--- config.mk ---
export PLATFORM = sky130hd
export DESIGN_NAME = uart_tx_flat
export DESIGN_NICKNAME = d
export VERILOG_FILES = /design/src/rtl/uart_pkg.sv /design/src/rtl/uart_tx_if.sv /design/src/rtl/uart_tx.sv /design/src/flat_wrapper.sv
export SDC_FILE = /design/constraint.sdc
export NUM_CORES = 1
export LEC_CHECK = 0
export ABC_AREA = 0
export CORE_MARGIN = 2
export CORE_UTILIZATION = 45
export DETAILED_ROUTE_END_ITERATION = 12
export DONT_BUFFER_PORTS = 1
export GPL_TIMING_DRIVEN = 0
export PLACE_DENSITY = 0.59
export SLEW_MARGIN = 20
export SYNTH_ARGS = -nofsm -noshare
export SYNTH_HDL_FRONTEND = slang
export SYNTH_SLANG_ARGS = --single-unit
--- constraint.sdc ---
create_clock -name clk -period 2.4 [get_ports clk]
set_input_delay 0.48 -clock clk [delete_from_list [all_inputs] [get_ports clk]]
set_output_delay 0.48 -clock clk [all_outputs]
set_load 0.05 [all_outputs]
--- src/rtl/uart_pkg.sv ---
// rtl/uart_pkg.sv - shared UART definitions for the transmit and receive paths
// Purpose: state encoding and default frame geometry shared by uart_tx and
//          the receiver. No ports.

package uart_pkg;

  // Default frame geometry: 8 data bits, 16x oversampling, 1 stop bit.
  localparam int DBIT_DEF    = 8;
  localparam int OS_DEF      = 16;
  localparam int SB_TICK_DEF = 16;

  // 3-bit state encodings, fixed so both directions decode identically.
  localparam logic [2:0] ST_IDLE   = 3'd0;
  localparam logic [2:0] ST_START  = 3'd1;
  localparam logic [2:0] ST_DATA   = 3'd2;
  localparam logic [2:0] ST_PARITY = 3'd3;
  localparam logic [2:0] ST_STOP   = 3'd4;

  typedef enum logic [2:0] {
    IDLE   = ST_IDLE,
    START  = ST_START,
    DATA   = ST_DATA,
    PARITY = ST_PARITY,
    STOP   = ST_STOP
  } uart_state_t;

endpackage

--- src/rtl/uart_tx_if.sv ---
// rtl/uart_tx_if.sv - request/status handshake between a byte source and uart_tx
// Purpose: bundles the per-byte request and the transmitter status.
// Signals: tx_start (request), din (byte to send), tx_busy (frame in flight),
//          tx_done_tick (one-clk pulse at end of stop period).
// Modports: master = byte source, slave = uart_tx.

interface uart_tx_if #(
  parameter int DBIT = 8
);
  logic            tx_start;
  logic [DBIT-1:0] din;
  logic            tx_busy;
  logic            tx_done_tick;

  modport master (output tx_start, output din, input tx_busy, input tx_done_tick);
  modport slave  (input tx_start, input din, output tx_busy, output tx_done_tick);
endinterface

--- src/rtl/uart_tx.sv ---
// rtl/uart_tx.sv - oversampled UART transmitter, one byte per request
// Purpose: serialises bus.din as start bit, DBIT data bits LSB first,
//          optional even parity bit, and a stop period of SB_TICK s_ticks.
// Ports:   clk          system clock, rising edge
//          rst_n        asynchronous active-low reset
//          s_tick       one-clk oversampling enable from the baud tick counter
//          tx           registered serial line, idle high
//          bus (slave)  tx_start / din in, tx_busy / tx_done_tick out
// Build option: define UART_TX_PARITY_EN to insert an even parity bit.

module uart_tx
  import uart_pkg::*;
#(
  parameter int DBIT    = DBIT_DEF,
  parameter int SB_TICK = SB_TICK_DEF,
  parameter int OS      = OS_DEF
) (
  input  logic       clk,
  input  logic       rst_n,
  input  logic       s_tick,
  output logic       tx,
  uart_tx_if.slave   bus
);

  localparam int TMAX = (OS > SB_TICK) ? OS : SB_TICK;
  localparam int TW   = (TMAX > 1) ? $clog2(TMAX) : 1;
  localparam int BW   = (DBIT > 1) ? $clog2(DBIT) : 1;

  localparam logic [TW-1:0] OS_LAST  = TW'(OS - 1);
  localparam logic [TW-1:0] SB_LAST  = TW'(SB_TICK - 1);
  localparam logic [BW-1:0] BIT_LAST = BW'(DBIT - 1);

  uart_state_t     state;
  logic [TW-1:0]   tick_cnt;
  logic [BW-1:0]   bit_cnt;
  logic [DBIT-1:0] shreg;
  logic [DBIT-1:0] shreg_nxt;
  logic            busy_q;
  logic            done_q;
`ifdef UART_TX_PARITY_EN
  logic            parity_q;
`endif

  assign shreg_nxt        = shreg >> 1;
  assign bus.tx_busy      = busy_q;
  assign bus.tx_done_tick = done_q;

  // tx is always loaded one clk ahead with the level of the state being
  // entered, so the line comes straight from a flop and never glitches.
  always_ff @(posedge clk or negedge rst_n) begin
    if (!rst_n) begin
      state    <= IDLE;
      tick_cnt <= '0;
      bit_cnt  <= '0;
      shreg    <= '0;
      busy_q   <= 1'b0;
      done_q   <= 1'b0;
      tx       <= 1'b1;
`ifdef UART_TX_PARITY_EN
      parity_q <= 1'b0;
`endif
    end else begin
      done_q <= 1'b0;
      case (state)
        IDLE: begin
          tx <= 1'b1;
          // The done clk still belongs to the finished frame: a request
          // seen during it waits one more clk, giving a 1-clk idle gap.
          if (bus.tx_start && !done_q) begin
            state    <= START;
            shreg    <= bus.din;
            tick_cnt <= '0;
            busy_q   <= 1'b1;
            tx       <= 1'b0;
`ifdef UART_TX_PARITY_EN
            parity_q <= ^bus.din;
`endif
          end
        end
        START: begin
          if (s_tick) begin
            if (tick_cnt == OS_LAST) begin
              tick_cnt <= '0;
              bit_cnt  <= '0;
              state    <= DATA;
              tx       <= shreg[0];
            end else begin
              tick_cnt <= tick_cnt + 1'b1;
            end
          end
        end
        DATA: begin
          if (s_tick) begin
            if (tick_cnt == OS_LAST) begin
              tick_cnt <= '0;
              shreg    <= shreg_nxt;
              if (bit_cnt == BIT_LAST) begin
`ifdef UART_TX_PARITY_EN
                state <= PARITY;
                tx    <= parity_q;
`else
                state <= STOP;
                tx    <= 1'b1;
`endif
              end else begin
                bit_cnt <= bit_cnt + 1'b1;
                tx      <= shreg_nxt[0];
              end
            end else begin
              tick_cnt <= tick_cnt + 1'b1;
            end
          end
        end
`ifdef UART_TX_PARITY_EN
        PARITY: begin
          if (s_tick) begin
            if (tick_cnt == OS_LAST) begin
              tick_cnt <= '0;
              state    <= STOP;
              tx       <= 1'b1;
            end else begin
              tick_cnt <= tick_cnt + 1'b1;
            end
          end
        end
`endif
        STOP: begin
          if (s_tick) begin
            if (tick_cnt == SB_LAST) begin
              tick_cnt <= '0;
              state    <= IDLE;
              busy_q   <= 1'b0;
              done_q   <= 1'b1;
              tx       <= 1'b1;
            end else begin
              tick_cnt <= tick_cnt + 1'b1;
            end
          end
        end
        default: begin
          state  <= IDLE;
          busy_q <= 1'b0;
          tx     <= 1'b1;
        end
      endcase
    end
  end

endmodule

--- src/flat_wrapper.sv ---
// flat-port wrapper written by rule: the top's interface ports become plain ports
module uart_tx_flat import uart_pkg::*;
#(
  parameter int DBIT    = DBIT_DEF,
  parameter int SB_TICK = SB_TICK_DEF,
  parameter int OS      = OS_DEF
)
  (clk, rst_n, s_tick, tx, bus_tx_start, bus_din, bus_tx_busy, bus_tx_done_tick);
  uart_tx_if #(.DBIT(DBIT)) bus_i ();
  input  logic clk;
  input  logic rst_n;
  input  logic s_tick;
  output logic tx;
  input wire logic [$bits(bus_i.tx_start)-1:0] bus_tx_start;
  input wire logic [$bits(bus_i.din)-1:0] bus_din;
  output wire logic [$bits(bus_i.tx_busy)-1:0] bus_tx_busy;
  output wire logic [$bits(bus_i.tx_done_tick)-1:0] bus_tx_done_tick;
  assign bus_i.tx_start = bus_tx_start;
  assign bus_i.din = bus_din;
  assign bus_tx_busy = bus_i.tx_busy;
  assign bus_tx_done_tick = bus_i.tx_done_tick;
  uart_tx #(.DBIT(DBIT), .SB_TICK(SB_TICK), .OS(OS)) u_core (.clk(clk), .rst_n(rst_n), .s_tick(s_tick), .tx(tx), .bus(bus_i));
endmodule
==> results.yml <==
synthesis:
  synth_fp_nets: 128
  avgSynthCellArea_um2: 10.37
  synth_compound_area_share_pct: 21.13
  synth_cell_types: 39
  ys_ff_latch: 21
  synth_area_leaders: "dfrtp_1, o221a_1, or2b_1"
  yosysTopAreaCell: "dfrtp_1"
  synth-simple-area-share_pct: 21.88
  syn-instance-count: 113
  async_reset_ff_share_pct: 100.0
  synth_fa_ha_area_share_pct: 3.202
  synth.area.mux_share_pct: 4.589
  synth_area_um2: 1172
  synth_top_family_by_area: "simple AND/OR/NAND/NOR gates"
  synth_edf_count: 0
  synth_xor_area_share_pct: 0.7471
  synth-main-ff-cell: "dfrtp_1"
  ys_warn_count: 0
  synth_seq_area_share_pct: 44.93
  synth_top_area_share_pct: 42.69
timing:
  setup_viol: 0
  worstMarginPinSlew_ns: 0.9436
  skew_ns: 0.003190
  slew_violations: 0
  setup_slack_ns: 0.3448
  fmax_ghz: 0.4866
  finalHoldViolCount: 0
  tns_ns: 0
  timing.final.crit_share_pct: 85.64
  slew_headroom_pct: 36.88
  whs_ns: 0.3024
  grt_setup_unrepaired: "false"
  min_period_ns: 2.055
final_layout:
  multi_input_area_um2: 604.3
  n_antenna_cell: 0
  nets: 134
  seq_area_um2: 526.8
  syn_to_final_growth_pct: 6.297
  nFillCells: 231
  fin_cells: 148
  drive_above_1_share_pct: 14.41
  fin_area_um2: 1246
critical_path:
  r2r_end: "u_core.tick_cnt[1]$_DFFE_PN0P_"
  ff2ff_path_depth: 4
  worst-endpoint-arrival_ns: 2.25
  startpoint: "u_core.bus.tx_done_tick$_DFF_PN0_"
  crit_chain: "or3b_1 -> a221oi_2 -> or2_2 -> mux2_2"
  cp_max_fo: 5
  worstSetupEndpointType: "flop"
  reg2reg_setup_slack_ns: 0.34
  critPathMaxStageDelay_ns: 0.63
  crit_type: "reg2reg"
  required_ns: 2.59
  start_kind: "flop"
  r2r-start: "u_core.bus.tx_done_tick$_DFF_PN0_"
  slowest_stage: "dfrtp_1"
clock_network:
  numClockSinks: 21
  path_clk_slew_ns: 0.11
  clk_latency_ns: 0.30
  numCtsBuffers: 3
  cts_root_buf: "clkbuf_4"
  cts.repair.resized: 0
  cts_tree: "done"
  htreeDepth: 1
  cts_buffer_depth: 2
placement:
  port_buffers: 0
  dp_hpwl_um: 1648
  gp_congestion: 0.7582
  place_ws_ns: 0.3594
  place_area_um2: 1210
  place_inst: 143
floorplanning:
  io_pins: 15
  rows: 18
  die_w_um: 55.04
  die_area_um2: 3029
  start_util_pct: 47.32
  die_y_um: 55.04
  core_area_um2: 2477
pwr:
  powerDensity_nw_per_um2: 1002
  cellLeakagePower_uw: 0.0005088
  ir_worst_vdd_mv: 0.5106
global_route:
  grt_max_degree: 22
  top_usage_layer: "met2"
  overflow: 0
  grt_pass1_wl_um: 3850
  use_met2_pct: 29.76
  grt_pass1_vias: 840
  grt_util_met3_pct: 2.957
  grt.total_usage_pct: 17.84
  grt_util_met1_pct: 22.88
  grt_antenna_before_repair: 0
routing:
  vias: 901
  routed_wl_um: 2285
  drc: 0
  drtAntennaViolNets: 0
  firstDrtPassIters: 4
  viasPerCell: 6.088
  dr.first_iter.drc_count: 20
  post_drt_wl_per_cell_um: 15.44
hold_path:
  worst_hold_path_type: "in2reg"
  min_from: "bus_din[7]"
  hold_end: "u_core.shreg[7]$_DFFE_PN0P_"
  hold_depth: 2
job:
  drv_cap: 0
status:
  status: "completed"
[layout by cell type, fill, tap and decap left out, types with 2 or more instances in the layout]
cell / synthesis / routed
nor2_1: 7 / 7
mux2_2: 3 / 3
clkbuf_4: 0 / 3
nor3_1: 5 / 5
clkbuf_1: 1 / 2
dfrtp_1: 20 / 20
o21ai_0: 5 / 5
inv_1: 6 / 6
nand3_1: 3 / 3
o221a_1: 7 / 7
ha_1: 3 / 3
or2b_1: 7 / 7
nand2b_1: 3 / 3
buf_2: 3 / 3
a21oi_1: 7 / 7
o22ai_1: 2 / 2
and3_1: 2 / 2
mux2i_1: 2 / 2
a22oi_1: 2 / 2
nand2_1: 4 / 4
nor3b_1: 2 / 2
[area by class of cell]
type | count | share of cell area [%]
buffer | 4 | 1.506
clock buffer | 4 | 2.108
inverter | 6 | 1.807
multi-input combinational | 82 | 48.49
sequential | 21 | 42.27
tap | 30 | 3.012
timing repair buffer | 1 | 0.8032
[layer usage]
metal  up-vias  routed length (um)
li1        431                   -
met5         -                   0
met2        25                1106
met4         0                  29
met3         4                 109
met1       441                1039
[stage by stage]
step,power (uW),util [%]
floorplan,977.3,-
global placement,1056,48.84
detailed placement,1077,48.84
CTS,1258,50.30
global route,1351,50.30
finish,1249,50.30
[repair_timing]
item                      CTS  global route
hold buffers                1             0
buffers inserted            0             0
hold endpoints to repair   21             0
[cell families (layout without fill, tap and decap cells)]
| family | Yosys count | after routing |
|---|---|---|
| xor+xnor | 1 | 1 |
| buf+inv | 10 | 15 |
| mux | 5 | 5 |
| flops | 21 | 21 |
| compound gates | 32 | 32 |
| simple gates | 41 | 41 |
| fa+ha+maj | 3 | 3 |
[where the power goes]
part	leakage [uW]	switching [uW]	internal, uW
Clock	0.0000150	103	64.8
Combinational	0.000251	216	236
Sequential	0.000243	140	488
Total	0.000509	459	790
[Yosys cell counts (all sizes together), types with 2 or more instances]
library cell	number
nand2b	3
nor3b	3
a21oi	7
o221a	7
dfrtp	20
a22oi	2
nand3	3
o21ai	6
mux2i	2
mux2	3
nor2	7
buf	3
or2b	7
ha	3
nand2	4
nor3	6
inv	6
o22ai	2
and3	2
a221oi	2
[worst max-delay path by stage]
stage          cells after the start                              to  slack, ns
4_1_cts                            4  u_core.tick_cnt[1]$_DFFE_PN0P_       0.35
6_report                           4  u_core.tick_cnt[1]$_DFFE_PN0P_       0.34
2_1_floorplan                      4  u_core.tick_cnt[0]$_DFFE_PN0P_       0.50
3_3_place_gp                       4  u_core.tick_cnt[0]$_DFFE_PN0P_       0.39
3_5_place_dp                       4  u_core.tick_cnt[1]$_DFFE_PN0P_       0.36
5_1_grt                            4  u_core.tick_cnt[1]$_DFFE_PN0P_       0.26
[state kept, by name (all words and copies together) (netlist names)]
| register | count |
|---|---|
| u_core.bit_cnt | 3 |
| u_core.bus.tx_busy | 1 |
| u_core.bus.tx_done_tick | 1 |
| u_core.shreg | 8 |
| u_core.state | 3 |
| u_core.tick_cnt | 4 |
| u_core.tx | 1 |
[worst max-delay path: cells and delay by family (launching register included)]
kind | cells | cell delay (ns)
compound gates | 1 | 0.30
flops | 1 | 0.63
simple gates | 2 | 0.68
mux | 1 | 0.34
Note: power is estimated with default switching activity, not from simulation.
